===== src/rtl/mem_access_pkg.sv =====
// Shared definitions for the MEM stage: op encodings, FSM states, byte-lane selects
// and small alignment helpers (big-endian lane numbering).
package mem_access_pkg;

    typedef enum logic [3:0] {
        OP_NONE = 4'd0,
        OP_LB   = 4'd1,
        OP_LBU  = 4'd2,
        OP_LH   = 4'd3,
        OP_LHU  = 4'd4,
        OP_LW   = 4'd5,
        OP_SB   = 4'd6,
        OP_SH   = 4'd7,
        OP_SW   = 4'd8,
        OP_LL   = 4'd9,
        OP_SC   = 4'd10
    } mem_op_e;

    typedef enum logic [1:0] {
        ST_IDLE = 2'd0,
        ST_WAIT = 2'd1,
        ST_DONE = 2'd2
    } state_e;

    localparam logic [3:0] SEL_B0 = 4'b1000;
    localparam logic [3:0] SEL_B1 = 4'b0100;
    localparam logic [3:0] SEL_B2 = 4'b0010;
    localparam logic [3:0] SEL_B3 = 4'b0001;
    localparam logic [3:0] SEL_H0 = 4'b1100;
    localparam logic [3:0] SEL_H2 = 4'b0011;
    localparam logic [3:0] SEL_W  = 4'b1111;

    function automatic logic [3:0] lane_sel(input logic [3:0] op, input logic [1:0] off);
        logic [3:0] sel;
        case (op)
            OP_LB, OP_LBU, OP_SB: begin
                case (off)
                    2'd0:    sel = SEL_B0;
                    2'd1:    sel = SEL_B1;
                    2'd2:    sel = SEL_B2;
                    default: sel = SEL_B3;
                endcase
            end
            OP_LH, OP_LHU, OP_SH:       sel = off[1] ? SEL_H2 : SEL_H0;
            OP_LW, OP_SW, OP_LL, OP_SC: sel = SEL_W;
            default:                    sel = 4'b0000;
        endcase
        return sel;
    endfunction

    function automatic logic is_misaligned(input logic [3:0] op, input logic [1:0] off);
        logic mis;
        case (op)
            OP_LH, OP_LHU, OP_SH:       mis = off[0];
            OP_LW, OP_SW, OP_LL, OP_SC: mis = (off != 2'b00);
            default:                    mis = 1'b0;
        endcase
        return mis;
    endfunction

    function automatic logic [31:0] store_lanes(input logic [3:0] op, input logic [31:0] sdata);
        logic [31:0] data;
        case (op)
            OP_SB:   data = {4{sdata[7:0]}};
            OP_SH:   data = {2{sdata[15:0]}};
            default: data = sdata;
        endcase
        return data;
    endfunction

endpackage


===== src/rtl/mem_access_if.sv =====
// Req/ack data bus between the MEM stage (master) and the data memory (slave).
interface mem_access_if;
    logic        bus_req;
    logic        bus_we;
    logic [31:0] bus_addr;
    logic [3:0]  bus_sel;
    logic [31:0] bus_wdata;
    logic [31:0] bus_rdata;
    logic        bus_ack;
    logic        bus_err;

    modport master (
        output bus_req, bus_we, bus_addr, bus_sel, bus_wdata, bus_err,
        input  bus_rdata, bus_ack
    );

    modport slave (
        input  bus_req, bus_we, bus_addr, bus_sel, bus_wdata, bus_err,
        output bus_rdata, bus_ack
    );
endinterface


===== src/rtl/mem_load_align.sv =====
// Extracts the addressed byte/halfword from a big-endian read word and
// sign- or zero-extends it according to the load op.
module mem_load_align
    import mem_access_pkg::*;
(
    input  logic [31:0] rdata,
    input  logic [1:0]  offset,
    input  logic [3:0]  op,
    output logic [31:0] value
);

    logic [7:0]  byte_s;
    logic [15:0] half_s;

    // Lane pick and extension
    always_comb begin
        case (offset)
            2'd0:    byte_s = rdata[31:24];
            2'd1:    byte_s = rdata[23:16];
            2'd2:    byte_s = rdata[15:8];
            default: byte_s = rdata[7:0];
        endcase
        half_s = offset[1] ? rdata[15:0] : rdata[31:16];
        case (op)
            OP_LB:   value = {{24{byte_s[7]}}, byte_s};
            OP_LBU:  value = {24'd0, byte_s};
            OP_LH:   value = {{16{half_s[15]}}, half_s};
            OP_LHU:  value = {16'd0, half_s};
            default: value = rdata;
        endcase
    end

endmodule


===== src/rtl/mem_access.sv =====
// MEM pipeline stage: loads/stores/LL/SC over a req/ack bus, stalling while busy.
// Optional bus watchdog is compiled in with MEM_ACCESS_TIMEOUT_EN.
module mem_access
    import mem_access_pkg::*;
#(
    parameter int BUS_TIMEOUT = 255
) (
    input  logic        clk,
    input  logic        rst,
    input  logic [3:0]  ex_op,
    input  logic [31:0] ex_addr,
    input  logic [31:0] ex_sdata,
    input  logic        ex_we,
    input  logic [4:0]  ex_waddr,
    input  logic [31:0] ex_wdata,
    input  logic        ex_we_hilo,
    input  logic [31:0] ex_hi,
    input  logic [31:0] ex_lo,
    input  logic [5:0]  stall,
    input  logic        llbit,
    input  logic        wb_LLbit_we,
    input  logic        wb_LLbit_value,
    output logic        mem_we,
    output logic [4:0]  mem_waddr,
    output logic [31:0] mem_wdata,
    output logic        mem_we_hilo,
    output logic [31:0] mem_hi,
    output logic [31:0] mem_lo,
    output logic        mem_LLbit_we,
    output logic        mem_LLbit_value,
    output logic        stallreq,
    output logic        addr_err,
    mem_access_if.master bus
);

`ifdef MEM_ACCESS_TIMEOUT_EN
    localparam bit TIMEOUT_EN = 1'b1;
`else
    localparam bit TIMEOUT_EN = 1'b0;
`endif
    localparam logic [7:0] TIMEOUT_LAST = 8'(BUS_TIMEOUT - 1);

    state_e      state_r, state_nxt_s;
    logic [31:0] rbuf_r;
    logic [7:0]  cnt_r;
    logic        tout_r;
    logic        bus_we_r;
    logic [31:0] bus_addr_r, bus_wdata_r;
    logic [3:0]  bus_sel_r;

    logic        is_load_s, is_store_s, is_sc_s, misalign_s, llbit_eff_s;
    logic        need_bus_s, timeout_s, tout_s, sc_ok_s;
    logic [31:0] load_val_s;
    logic        unused_stall_s;

    assign unused_stall_s = ^{stall[5], stall[3:0]};
    assign llbit_eff_s    = wb_LLbit_we ? wb_LLbit_value : llbit;
    assign misalign_s     = is_misaligned(ex_op, ex_addr[1:0]);
    assign need_bus_s     = !misalign_s && (is_load_s || is_store_s || (is_sc_s && llbit_eff_s));
    assign timeout_s      = TIMEOUT_EN && (state_r == ST_WAIT) && !bus.bus_ack && (cnt_r == TIMEOUT_LAST);
    assign tout_s         = tout_r && (state_r == ST_DONE);
    // Outside IDLE an SC is only present because it went to the bus, i.e. it succeeded
    assign sc_ok_s        = (state_r != ST_IDLE) || llbit_eff_s;

    assign bus.bus_req   = (state_r == ST_WAIT);
    assign bus.bus_we    = bus_we_r;
    assign bus.bus_addr  = bus_addr_r;
    assign bus.bus_sel   = bus_sel_r;
    assign bus.bus_wdata = bus_wdata_r;
    assign bus.bus_err   = timeout_s;
    assign addr_err      = misalign_s;

    mem_load_align u_align (
        .rdata  (rbuf_r),
        .offset (ex_addr[1:0]),
        .op     (ex_op),
        .value  (load_val_s)
    );

    // Op class decode; unknown codes fall through as NONE
    always_comb begin
        is_load_s  = 1'b0;
        is_store_s = 1'b0;
        is_sc_s    = 1'b0;
        case (ex_op)
            OP_LB, OP_LBU, OP_LH, OP_LHU, OP_LW, OP_LL: is_load_s  = 1'b1;
            OP_SB, OP_SH, OP_SW:                       is_store_s = 1'b1;
            OP_SC:                                     is_sc_s    = 1'b1;
            default:                                   is_load_s  = 1'b0;
        endcase
    end

    // Next-state logic and stall request
    always_comb begin
        state_nxt_s = state_r;
        stallreq    = 1'b0;
        case (state_r)
            ST_IDLE: begin
                if (need_bus_s) begin
                    state_nxt_s = ST_WAIT;
                    stallreq    = 1'b1;
                end else begin
                    state_nxt_s = ST_IDLE;
                end
            end
            ST_WAIT: begin
                stallreq = 1'b1;
                if (bus.bus_ack || timeout_s) begin
                    state_nxt_s = ST_DONE;
                end else begin
                    state_nxt_s = ST_WAIT;
                end
            end
            ST_DONE: begin
                if (!stall[4]) begin
                    state_nxt_s = ST_IDLE;
                end else begin
                    state_nxt_s = ST_DONE;
                end
            end
            default: state_nxt_s = ST_IDLE;
        endcase
    end

    // State, read buffer and watchdog registers
    always_ff @(posedge clk or negedge rst) begin
        if (!rst) begin
            state_r <= ST_IDLE;
            rbuf_r  <= 32'd0;
            cnt_r   <= 8'd0;
            tout_r  <= 1'b0;
        end else begin
            state_r <= state_nxt_s;
            if (state_r == ST_WAIT && bus.bus_ack) begin
                rbuf_r <= bus.bus_rdata;
                tout_r <= 1'b0;
            end else if (timeout_s) begin
                rbuf_r <= 32'd0;
                tout_r <= 1'b1;
            end else begin
                rbuf_r <= rbuf_r;
                tout_r <= tout_r;
            end
            if (TIMEOUT_EN && state_r == ST_WAIT && !bus.bus_ack) begin
                cnt_r <= cnt_r + 8'd1;
            end else begin
                cnt_r <= 8'd0;
            end
        end
    end

    // Bus command is latched on entry to WAIT so it cannot move mid-transaction
    always_ff @(posedge clk or negedge rst) begin
        if (!rst) begin
            bus_we_r    <= 1'b0;
            bus_addr_r  <= 32'd0;
            bus_sel_r   <= 4'd0;
            bus_wdata_r <= 32'd0;
        end else if (state_r == ST_IDLE && need_bus_s) begin
            bus_we_r    <= is_store_s || is_sc_s;
            bus_addr_r  <= {ex_addr[31:2], 2'b00};
            bus_sel_r   <= lane_sel(ex_op, ex_addr[1:0]);
            bus_wdata_r <= store_lanes(ex_op, ex_sdata);
        end else begin
            bus_we_r    <= bus_we_r;
            bus_addr_r  <= bus_addr_r;
            bus_sel_r   <= bus_sel_r;
            bus_wdata_r <= bus_wdata_r;
        end
    end

    // Writeback fields toward MEM/WB
    always_comb begin
        mem_we          = ex_we;
        mem_waddr       = ex_waddr;
        mem_wdata       = ex_wdata;
        mem_we_hilo     = ex_we_hilo;
        mem_hi          = ex_hi;
        mem_lo          = ex_lo;
        mem_LLbit_we    = 1'b0;
        mem_LLbit_value = 1'b0;
        if (misalign_s) begin
            mem_we = 1'b0;
        end else if (tout_s) begin
            mem_we    = 1'b0;
            mem_wdata = 32'd0;
        end else if (is_load_s) begin
            mem_wdata       = load_val_s;
            mem_LLbit_we    = (ex_op == OP_LL);
            mem_LLbit_value = (ex_op == OP_LL);
        end else if (is_sc_s) begin
            mem_wdata    = {31'd0, sc_ok_s};
            mem_LLbit_we = sc_ok_s;
        end else begin
            mem_we = ex_we;
        end
    end

endmodule


===== src/flat_wrapper.sv =====
// flat-port wrapper written by rule: the top's interface ports become plain ports
module mem_access_flat import mem_access_pkg::*;
#(
    parameter int BUS_TIMEOUT = 255
)
  (clk, rst, ex_op, ex_addr, ex_sdata, ex_we, ex_waddr, ex_wdata, ex_we_hilo, ex_hi, ex_lo, stall, llbit, wb_LLbit_we, wb_LLbit_value, mem_we, mem_waddr, mem_wdata, mem_we_hilo, mem_hi, mem_lo, mem_LLbit_we, mem_LLbit_value, stallreq, addr_err, bus_bus_req, bus_bus_we, bus_bus_addr, bus_bus_sel, bus_bus_wdata, bus_bus_err, bus_bus_rdata, bus_bus_ack);
  mem_access_if bus_i ();
  input  logic clk;
  input  logic rst;
  input  logic [3:0] ex_op;
  input  logic [31:0] ex_addr;
  input  logic [31:0] ex_sdata;
  input  logic ex_we;
  input  logic [4:0] ex_waddr;
  input  logic [31:0] ex_wdata;
  input  logic ex_we_hilo;
  input  logic [31:0] ex_hi;
  input  logic [31:0] ex_lo;
  input  logic [5:0] stall;
  input  logic llbit;
  input  logic wb_LLbit_we;
  input  logic wb_LLbit_value;
  output logic mem_we;
  output logic [4:0] mem_waddr;
  output logic [31:0] mem_wdata;
  output logic mem_we_hilo;
  output logic [31:0] mem_hi;
  output logic [31:0] mem_lo;
  output logic mem_LLbit_we;
  output logic mem_LLbit_value;
  output logic stallreq;
  output logic addr_err;
  output wire logic [$bits(bus_i.bus_req)-1:0] bus_bus_req;
  output wire logic [$bits(bus_i.bus_we)-1:0] bus_bus_we;
  output wire logic [$bits(bus_i.bus_addr)-1:0] bus_bus_addr;
  output wire logic [$bits(bus_i.bus_sel)-1:0] bus_bus_sel;
  output wire logic [$bits(bus_i.bus_wdata)-1:0] bus_bus_wdata;
  output wire logic [$bits(bus_i.bus_err)-1:0] bus_bus_err;
  input wire logic [$bits(bus_i.bus_rdata)-1:0] bus_bus_rdata;
  input wire logic [$bits(bus_i.bus_ack)-1:0] bus_bus_ack;
  assign bus_bus_req = bus_i.bus_req;
  assign bus_bus_we = bus_i.bus_we;
  assign bus_bus_addr = bus_i.bus_addr;
  assign bus_bus_sel = bus_i.bus_sel;
  assign bus_bus_wdata = bus_i.bus_wdata;
  assign bus_bus_err = bus_i.bus_err;
  assign bus_i.bus_rdata = bus_bus_rdata;
  assign bus_i.bus_ack = bus_bus_ack;
  mem_access #(.BUS_TIMEOUT(BUS_TIMEOUT)) u_core (.clk(clk), .rst(rst), .ex_op(ex_op), .ex_addr(ex_addr), .ex_sdata(ex_sdata), .ex_we(ex_we), .ex_waddr(ex_waddr), .ex_wdata(ex_wdata), .ex_we_hilo(ex_we_hilo), .ex_hi(ex_hi), .ex_lo(ex_lo), .stall(stall), .llbit(llbit), .wb_LLbit_we(wb_LLbit_we), .wb_LLbit_value(wb_LLbit_value), .mem_we(mem_we), .mem_waddr(mem_waddr), .mem_wdata(mem_wdata), .mem_we_hilo(mem_we_hilo), .mem_hi(mem_hi), .mem_lo(mem_lo), .mem_LLbit_we(mem_LLbit_we), .mem_LLbit_value(mem_LLbit_value), .stallreq(stallreq), .addr_err(addr_err), .bus(bus_i));
endmodule

===== config.mk =====
export PLATFORM = sky130hd
export DESIGN_NAME = mem_access_flat
export DESIGN_NICKNAME = d
export VERILOG_FILES = /design/src/rtl/mem_access_pkg.sv /design/src/rtl/mem_access_if.sv /design/src/rtl/mem_load_align.sv /design/src/rtl/mem_access.sv /design/src/flat_wrapper.sv
export SDC_FILE = /design/constraint.sdc
export NUM_CORES = 1
export LEC_CHECK = 0
export ABC_AREA = 1
export CAP_MARGIN = 5
export CORE_AREA = 3 3 152 154
export DETAILED_ROUTE_END_ITERATION = 6
export DIE_AREA = 0 0 155 157
export PLACE_DENSITY = 0.63
export REMOVE_ABC_BUFFERS = 1
export SLEW_MARGIN = 40
export SYNTH_ARGS = -nofsm -noshare
export SYNTH_HDL_FRONTEND = slang
export SYNTH_HIERARCHICAL = 1
export SYNTH_SLANG_ARGS = --single-unit

===== constraint.sdc =====
create_clock -name clk -period 2.31 [get_ports clk]
set_input_delay 0.3465 -clock clk [delete_from_list [all_inputs] [get_ports clk]]
set_output_delay 0.3465 -clock clk [all_outputs]
set_load 0.02 [all_outputs]

==> results.json <==
{
  "share_seq_of_total_power_pct": 31.8,
  "ff2ff_path_depth": 4,
  "p_int_uw": 5860,
  "routed_wirelength_mm": 28.1,
  "ys.flop_type": "dfrtp_1",
  "dr_wl_met2_mm": 11.6,
  "rows": 54,
  "synth_edf_count": 0,
  "setup_viol": 0,
  "rsz0062_at_grt": "false",
  "start_util_pct": 30.6,
  "slew_viol_final": 0,
  "fin_nets": 1345,
  "drc": 0,
  "pre_cts_slack_ps": -629,
  "synth_top_area_cell": "dfrtp_1",
  "cp_common_cell": "nand2_1",
  "worst_hold_slack_ps": 472,
  "syn_avg_cell_area_um2": 7.20,
  "syn-instance-count": 927,
  "clock-skew-final_ps": 5.31,
  "place_congestion": 0.869,
  "crit_type": "primary input to output pin",
  "grt.overflow.total": 0,
  "outcome": "finished clean",
  "crit_path_start": "ex_addr[0]",
  "die_w_um": 155,
  "syn_to_final_growth_pct": 45.8,
  "grt_max_degree": 69,
  "max_freq_mhz": 451,
  "swShare_pct": 42.3,
  "die_height_um": 157,
  "crit_required_ps": 1960,
  "top_layer": "met5",
  "netlist_area_um2": 6670,
  "leakagePower_uw": 0.00487,
  "drt_first_pass_iters": 5,
  "cts_root_buffer": "clkbuf_16",
  "first_iter_violations": 389,
  "avgRoutedWirePerCell_um": 19.8,
  "synth_area_leaders": "dfrtp_1, nand2_1, buf_4",
  "hpwl_mm": 19.5,
  "clock_path_buffers": 2,
  "tightest_slew_ps": 769,
  "antenna_found_initial": 0,
  "min_from": "u_core/bus.bus_wdata[21]$_DFFE_PN0P_",
  "cp-endpoint": "mem_wdata[28]",
  "layout-drive-gt1-share_pct": 17.8,
  "placed_cells": 1376,
  "track_usage_pct": 22.1,
  "rrSetupSlack_ps": 640,
  "cp_num_cells": 12,
  "synthTopCellsByCount": "nand2_1, nand3_1, dfrtp_1, buf_4, nand4_1",
  "dr_wl_met3_mm": 4.22,
  "cts_tree": "yes",
  "power.density_nw_per_um2": 1050,
  "critPathLaunchType": "primary input",
  "wl_met1_mm": 11.9,
  "yosysSeqAreaShare_pct": 37.9,
  "htreeDepth": 3,
  "yosysWarnings": 6,
  "end_kind": "output pin",
  "hold_viol": 0,
  "crit_chain": "dlygate4sd2_1, buf_6, buf_12, nor2_4, nand2_1, nand3_2, buf_4, nand3_4, nand3_1, nand2_1, nand2_1, buf_2",
  "layoutNonFillerInstCount": 1415,
  "ys_types": 26,
  "ant_nets": 0,
  "slowest_delay_ps": 240,
  "io_buffer_count": 244,
  "rr_startpoint": "u_core/state_r[0]$_DFF_PN0_",
  "grt_pass1_wl_mm": 41.4,
  "cp_slowest_cell": "dlygate4sd2_1",
  "timing.rr.end": "u_core/bus.bus_addr[5]$_DFFE_PN0P_",
  "clock_sinks": 101,
  "ioPinCount": 393,
  "crit_fanout": 6,
  "cap_violations": 0,
  "post-route-period-util_pct": 96.0,
  "p_clk_share_pct": 15.1,
  "grt_pass1_vias": 6839,
  "core_um2": 21800,
  "synth.ff_latch_count": 101,
  "post-route-util_pct": 44.5,
  "fin_ws_ps": 92.1,
  "p_sw_uw": 4300,
  "diodes": 0,
  "vias": 7049,
  "async_reset_ff_share_pct": 100,
  "numCtsBuffers": 9,
  "synth_top_area_share_pct": 37.9,
  "peakVddDrop_v": 0.000538,
  "synth_most_common_cell": "nand2_1",
  "clk_pin_slew_ps": 70,
  "cp_top_family": "buffers and inverters",
  "die-area_um2": 24300,
  "min-delay-path-class": "flop to flop",
  "viasPerCell": 4.98,
  "critPathArrivalTime_ps": 1870,
  "min_period_ps": 2220,
  "crit_buf_inv": 5,
  "p_comb_share_pct": 53.1,
  "fillers": 2231,
  "maxSlewHeadroom_pct": 48.8,
  "clkLatencyLatePin_ps": 350
}
-- metrics by stage --
step	instance area, um^2	total power, uW	setup TNS, ps
floorplan	5800	5930	-135670
global placement	9090	8460	-43330
detailed placement	9090	8520	-45220
global route	9720	10900	0
CTS	9720	10300	0
finish	9720	10200	0
-- cells in the final DEF, fill, tap and decap left out --
cell	synthesis	layout
a21oi_1	9	9
inv_6	0	3
dlygate4sd3_1	0	1
dlygate4sd2_1	0	6
nand3_1	105	99
nor2_4	1	7
buf_12	0	14
dfrtp_1	101	101
inv_2	5	7
o21ai_4	0	1
clkbuf_2	0	1
nand4_1	63	63
buf_4	80	56
inv_1	40	38
clkbuf_8	0	1
clkinvlp_4	0	1
nand3_4	1	4
o21ai_1	2	2
buf_16	0	3
nor2_2	1	4
clkinv_8	0	1
clkinv_2	1	2
mux2_2	32	32
a21oi_4	0	1
o21ai_0	21	21
conb_1	1	3
nor2_1	34	25
clkdlybuf4s50_1	0	200
nand2_4	0	1
nand2_2	7	11
bufbuf_16	0	1
nand3_2	3	9
clkbuf_16	0	10
nand2_1	370	365
buf_6	7	7
buf_2	21	25
-- power by group through the flow --
stage	Clock (uW)	Combinational (uW)	Sequential [uW]
floorplan	0	2150	3780
global placement	0	5240	3230
finish	1540	5400	3230
CTS	1610	5430	3230
global route	1660	5890	3350
detailed placement	0	5270	3250
-- area by class of cell --
type                            count  area, um^2  area share [%]
Sequential cell                   101        2530            26.0
Timing Repair Buffer              315        3110            32.0
Tap cell                          280         350            3.60
Inverter                           46         174            1.79
Multi-Input combinational cell    657        3260            33.6
Clock buffer                       10         239            2.46
Clock inverter                      6        55.1           0.566
-- per-layer routing --
metal,track usage (%),up-vias
met5,6.15,-
met3,14.2,22
met1,28.0,3271
met4,3.15,4
met2,31.8,407
li1,-,3345
-- logic make-up after synthesis --
kind of cell    share of synthesized area (%)
simple gates                             38.2
buf+inv                                  15.8
flops                                    37.9
compound gates                           2.66
mux                                      5.40
other cells                            0.0562
-- worst min path at each step --
stage,endpoint,slack [ps],depth (start not counted)
2_1_floorplan,u_core/bus.bus_addr[10]$_DFFE_PN0P_,50,0
3_3_place_gp,u_core/bus.bus_wdata[2]$_DFFE_PN0P_,390,1
3_5_place_dp,u_core/bus.bus_wdata[19]$_DFFE_PN0P_,390,1
4_1_cts,u_core/bus.bus_addr[3]$_DFFE_PN0P_,480,2
5_1_grt,u_core/bus.bus_wdata[6]$_DFFE_PN0P_,490,2
6_report,u_core/bus.bus_wdata[21]$_DFFE_PN0P_,470,2
-- sequential cells by signal, indices dropped and copies added, names as in the netlist --
signal,cells
u_core/bus.bus_wdata,32
u_core/bus.bus_we,1
u_core/bus.bus_addr,30
u_core/rbuf_r,32
u_core/state_r,2
u_core/bus.bus_sel,4
-- worst min-delay path: stages (launching register included) --
cell     delay (ps)
dfrtp_1         350
nand2_1          50
nand2_1          40
-- what timing repair did --
action                     CTS  global route
buffers inserted             9             5
gates cloned                 8             1
hold buffers                 1             0
gates resized for setup    172            34
setup endpoints to repair   39            31
hold endpoints to repair     2             0
pin swaps                    7             7
(Power assumes the default switching activity.)
